[src/rtl/mem_bus_arbiter.sv]
// Two-master round-robin arbiter and setup/access/done sequencer for the shared memory bus.
// Define ARB_LOCK_EN to let a master hold the bus across transfers via lock[].
module mem_bus_arbiter #(
  parameter int unsigned ADDR_W      = 13,
  parameter int unsigned DATA_W      = 8,
  parameter int unsigned WAIT_STATES = 1
) (
  input  logic              clk,
  input  logic              reset,
  input  logic              m0_req,
  input  logic              m0_we,
  input  logic [ADDR_W-1:0] m0_addr,
  input  logic [DATA_W-1:0] m0_wdata,
  output logic              m0_gnt,
  output logic              m0_ack,
  input  logic              m1_req,
  input  logic              m1_we,
  input  logic [ADDR_W-1:0] m1_addr,
  input  logic [DATA_W-1:0] m1_wdata,
  output logic              m1_gnt,
  output logic              m1_ack,
  input  logic [1:0]        lock,
  output logic [DATA_W-1:0] rdata,
  output logic [ADDR_W-1:0] mem_addr,
  output logic [DATA_W-1:0] mem_wdata,
  input  logic [DATA_W-1:0] mem_rdata,
  output logic              mem_rd,
  output logic              mem_wr,
  output logic              mem_oe,
  output logic              busy
);

  typedef enum logic [1:0] {IDLE, SETUP, ACCESS, DONE} state_t;

  state_t            state, state_n;
  logic              sel, sel_n, we_q, we_n, last_grant, last_n;
  logic [ADDR_W-1:0] addr_q, addr_n;
  logic [DATA_W-1:0] wdata_q, wdata_n, rdata_q, rdata_n;
  logic [3:0]        cnt, cnt_n;
  logic [1:0]        gnt_q, gnt_n, ack_q, ack_n;
  logic              rd_q, rd_n, wr_q, wr_n, oe_q, oe_n, busy_q, busy_n;
  logic [1:0]        req;
  logic              pick_valid, pick;

`ifdef ARB_LOCK_EN
  logic lock_held, lock_n;
`else
  logic [1:0] lock_unused;
  assign lock_unused = lock;
`endif

  assign req = {m1_req, m0_req};

  always_ff @(posedge clk or negedge reset) begin
    if (!reset) begin
      state      <= IDLE;
      sel        <= 1'b0;
      we_q       <= 1'b0;
      addr_q     <= '0;
      wdata_q    <= '0;
      rdata_q    <= '0;
      cnt        <= '0;
      last_grant <= 1'b1;
      gnt_q      <= '0;
      ack_q      <= '0;
      rd_q       <= 1'b0;
      wr_q       <= 1'b0;
      oe_q       <= 1'b0;
      busy_q     <= 1'b0;
`ifdef ARB_LOCK_EN
      lock_held  <= 1'b0;
`endif
    end else begin
      state      <= state_n;
      sel        <= sel_n;
      we_q       <= we_n;
      addr_q     <= addr_n;
      wdata_q    <= wdata_n;
      rdata_q    <= rdata_n;
      cnt        <= cnt_n;
      last_grant <= last_n;
      gnt_q      <= gnt_n;
      ack_q      <= ack_n;
      rd_q       <= rd_n;
      wr_q       <= wr_n;
      oe_q       <= oe_n;
      busy_q     <= busy_n;
`ifdef ARB_LOCK_EN
      lock_held  <= lock_n;
`endif
    end
  end

  always_comb begin
    state_n    = state;
    sel_n      = sel;
    we_n       = we_q;
    addr_n     = addr_q;
    wdata_n    = wdata_q;
    rdata_n    = rdata_q;
    cnt_n      = cnt;
    last_n     = last_grant;
    pick_valid = |req;
    pick       = (&req) ? ~last_grant : req[1];
`ifdef ARB_LOCK_EN
    lock_n = lock_held;
    // A locked owner that stops requesting releases the bus so the other master cannot starve.
    if (state == IDLE && lock_held) begin
      if (req[last_grant]) pick = last_grant;
      else                 lock_n = 1'b0;
    end
`endif
    case (state)
      IDLE: begin
        if (pick_valid) begin
          state_n = SETUP;
          sel_n   = pick;
          we_n    = pick ? m1_we    : m0_we;
          addr_n  = pick ? m1_addr  : m0_addr;
          wdata_n = pick ? m1_wdata : m0_wdata;
          cnt_n   = 4'(WAIT_STATES);
        end
      end
      SETUP: state_n = ACCESS;
      ACCESS: begin
        if (cnt == '0) begin
          state_n = DONE;
          if (!we_q) rdata_n = mem_rdata;
        end else begin
          cnt_n = cnt - 4'd1;
        end
      end
      DONE: begin
        state_n = IDLE;
        last_n  = sel;
`ifdef ARB_LOCK_EN
        lock_n  = lock[sel];
`endif
      end
      default: state_n = IDLE;
    endcase

    // Outputs are decoded from the next state so every output comes straight from a flop.
    gnt_n  = (state_n != IDLE) ? (sel_n ? 2'b10 : 2'b01) : 2'b00;
    ack_n  = (state_n == DONE) ? (sel_n ? 2'b10 : 2'b01) : 2'b00;
    rd_n   = (state_n == ACCESS) && !we_n;
    wr_n   = (state_n == ACCESS) && we_n;
    oe_n   = wr_n;
    busy_n = (state_n != IDLE);
  end

  assign m0_gnt    = gnt_q[0];
  assign m1_gnt    = gnt_q[1];
  assign m0_ack    = ack_q[0];
  assign m1_ack    = ack_q[1];
  assign rdata     = rdata_q;
  assign mem_addr  = addr_q;
  assign mem_wdata = wdata_q;
  assign mem_rd    = rd_q;
  assign mem_wr    = wr_q;
  assign mem_oe    = oe_q;
  assign busy      = busy_q;

endmodule

[config.mk]
export PLATFORM = sky130hd
export DESIGN_NAME = mem_bus_arbiter
export DESIGN_NICKNAME = d
export VERILOG_FILES = /design/src/rtl/mem_bus_arbiter.sv
export SDC_FILE = /design/constraint.sdc
export NUM_CORES = 1
export LEC_CHECK = 0
export ABC_AREA = 1
export CORE_ASPECT_RATIO = 1.5
export CORE_MARGIN = 3
export CORE_UTILIZATION = 45
export DETAILED_ROUTE_END_ITERATION = 12
export GPL_ROUTABILITY_DRIVEN = 0
export PLACE_DENSITY = 0.86
export SLEW_MARGIN = 20
export SYNTH_ARGS = -nofsm -noshare
export SYNTH_HDL_FRONTEND = slang
export SYNTH_SLANG_ARGS = --single-unit
[constraint.sdc]
create_clock -name clk -period 4 [get_ports clk]
set_clock_uncertainty 0.2 [all_clocks]
set_input_delay 0.6 -clock clk [delete_from_list [all_inputs] [get_ports clk]]
set_output_delay 0.6 -clock clk [all_outputs]
set_load 0.03 [all_outputs]
==> flow_results.org <==
** Layout
- # nets final :: 392
- Cells fill 68.5% of the core in the end.
- The finished cells cover 3140 µm².
- The repair_antennas step left the layout with diodes totalling 0.
- Compared with the post-synthesis result, the final layout area differs by 46.3%.
- In the final layout, the share of cells above drive strength 1 is 6.99%.

** Hold path
- The min-delay analysis places its worst path in the category in -> async.

** Yosys
- Warnings from Yosys :: 0
- After synthesis, the share of flip-flops with an asynchronous set or reset is 100%.
- Dominant synthesized flop cell :: dfrtp_1
- Average size of a mapped cell :: 8.86 µm²
- Number of cells produced by synthesis :: 242
- After synthesis, the netlist uses 23 different library cells.
- The synthesized design contains 0 enable-type register cells.
- The mapped netlist covers 2140 µm².
- Post-synth net total :: 305
- For this run, the register share of the synthesized area comes to 52.6%.
- The synthesized design contains 45 register bits.

** Floorplanning
- The die is 62.4 µm wide.
- Starting Density :: 46.8%
- The total area inside the core boundary comes to 4580 µm².
- Die extent in y :: 90.6 µm
- Top-level port count :: 95
- Row generation in the floorplan step produced 30 rows.
- Die Area :: 5650 µm²

** Route
- Post-route DRC violation count :: 0
- Number of detailed-routing iterations run before antenna repair :: 4
- The routed design has 4880 µm of wire.
- DR iter-0 viols :: 50
- After detailed routing, the average wire length per cell comes to 12.4 µm.
- After detailed routing, the number of vias per cell comes to 4.88.
- The detail route stage leaves a number of antenna-violating nets equal to 0.
- The routed layout has 1917 vias.

** Critical path
- R2R Path End :: mem_rd
- STA puts the critical path data required time at 3.98 ns.
- In this run the worst path has a maximum fanout of 25.
- FF-to-FF setup slack :: 2.11 ns
- Reg-to-Reg Start :: state[0]
- Crit start category :: input pin
- Worst reg2reg path depth :: 7
- Worst setup path class :: in -> reg
- Worst Setup End Kind :: flip-flop
- Arrival time of the worst setup path :: 2.21 ns

** Power
- Summed over all cells, the static leakage comes to 1.40 nW.
- Across the VDD grid, the largest voltage drop is 0.405 mV.
- For this design the ratio of total power to cell area is 791 nW/µm².
- Power after layout :: 0.00248 W

** Global routing
- The via count of the first global-routing pass was 1830.
- Global routing consumed, over all layers together, 18.1% of the routing resources.
- Total grt overflow :: 0
- The initial antenna violation count was 0.
- The first global-routing pass estimated 8230 µm of wire.
- Maximum number of pins on one net before global-route repair :: 46

** Clock network
- In this run the number of H-tree levels came out at 2.
- TritonCTS built the clock tree.
- Buffer depth of the longest clock path :: 2
- Root buffer cell :: clkbuf_8
- After clock tree synthesis, the repair step resized 0 gates.
- Number of setup buffers added after CTS :: 0
- The clock drives 45 sinks.
- Clock-pin slew was measured on the worst setup and hold paths at 0.07 ns.
- Worst skew pair latency :: 0.29 ns
- Quantity of hold-fixing buffers added after cts :: 0
- The number of clock buffers added by TritonCTS is 5.

** STA
- Final count of hold timing violations :: 0
- Period minus WS final :: 2.23 ns
- Fraction of the cycle the final worst path needs :: 55.8%
- Once routing completed, OpenROAD measured the worst setup slack at 1.77 ns.
- Transition time at the pin with the least slew margin :: 0.556 ns
- Max-slew headroom at the worst pin :: 62.9%
- Count of endpoints failing setup in the final report :: 0
- FMAX :: 448 MHz
- The total count of max-transition violations in the final report came to 0.
- In the final timing run, aggregate negative setup slack is 0 ns.
- Setup repair after global routing missed its margin :: false

** Job
- The tool flagged a number of max-cap violations equal to 0.

** Placement
- Summed over all nets, the half-perimeter wirelength after detailed placement is 3630 µm.
- Dpl cell area :: 3050 µm²
- Port Buffer Count :: 92
- Worst Setup Slack post-DPL :: 1.45 ns

** Run status
- Status :: finished, final reports clean
## layer usage
| layer | vias to the layer above | share of wire [%] | global-route usage, % |
|---|---|---|---|
| met5 | - | 0 | 0 |
| met4 | 0 | 1.1 | 4.97 |
| met3 | 6 | 6.3 | 5.48 |
| met2 | 57 | 53 | 34.8 |
| met1 | 891 | 39 | 18.7 |
| li1 | 963 | - | - |
## synthesized netlist by cell type (3+ instances only)
master   count  share of area [%]
dfrtp_1     44                 51
ha_1         5                2.9
nand2_1     50                8.8
a31oi_1     21                6.1
nand3_2      3                1.4
nand3_1     28                6.5
nor2_1      28                4.9
buf_4        6                2.1
buf_2        4               0.93
o21ai_1     14                3.3
inv_1       19                3.3
a21oi_1      4               0.93
buf_6        3                1.6
## cells in the final DEF (no fill, tap or decap)
cell             netlist  routed
a21oi_1                4       4
a31oi_1               21      21
buf_4                  6       2
clkbuf_1               0       1
clkbuf_8               0       6
clkdlybuf4s50_1        0      91
dfrtp_1               44      44
dfstp_2                1       1
ha_1                   5       5
inv_1                 19      19
inv_2                  2       2
mux2_2                 1       1
nand2_1               50      50
nand2_2                2       2
nand2_4                1       1
nand3_1               28      28
nand3_2                3       3
nand3b_1               1       1
nor2_1                28      28
nor2_2                 1       1
nor2_4                 1       1
nor2_8                 1       1
o21ai_1               14      14
or2_2                  2       2
## metrics by stage
step / hold WS [ns] / cells
after floorplan: 0.104 / 242
after global placement: 0.273 / 386
after detailed placement: 0.280 / 386
after CTS: 0.298 / 393
after global routing: 0.138 / 393
final: 0.0893 / 393
## sequential cells by signal, summed over array words and instances (netlist names)
register and flops:
cnt 4, ack_q 2, mem_wdata 8, mem_rd 1
sel 1, last_grant 1, mem_addr 13, mem_oe 1
gnt_q 2, rdata 8, state 2, we_q 1
busy 1
## worst max path at each step
stage | from | endpoint | slack, ns
after floorplan | state[0] | rdata[5] | 2.39
after global placement | m0_req | ack_q[1] | 1.45
after detailed placement | m0_req | ack_q[1] | 1.45
after CTS | m0_req | ack_q[1] | 1.77
after global routing | m0_req | ack_q[1] | 1.67
final | m0_req | ack_q[1] | 1.77
## cell type report
type / count / area [µm²]
clock buffers: 7 / 86.3
repair buffers: 93 / 926
well taps: 64 / 80.1
fillers: 390 / 1440
flip-flops and latches: 45 / 1130
inverters: 21 / 78.8
multi-input cells: 163 / 840
## critical path, cell delays in order
cell and delay (ns):
clkdlybuf4s50_1 0.59, nand2_2 0.34, nand2_4 0.36, nor2_1 0.07, a21oi_1 0.16, nor2_1 0.08
## power breakdown
part	total [W]	internal [W]	switching [W]	leakage [nW]
Sequential	0.000787	0.000677	0.000111	0.531
Clock	0.000281	0.000137	0.000144	0.0443
Combinational	0.00141	0.000567	0.000845	0.825
Total	0.00248	0.00138	0.00110	1.40
## kinds of logic (layout without fill, tap and decap cells)
family	count (synthesis)	count (layout)	share of synthesized area, %
DFF	45	45	52.6
AOI/OAI and AO/OA	39	39	10.3
adders and majority gates	5	5	2.92
buffers and inverters	34	121	8.28
muxes	1	1	0.525
and+or+nand+nor	118	118	25.4
Note: power is estimated with default switching activity, not from simulation.
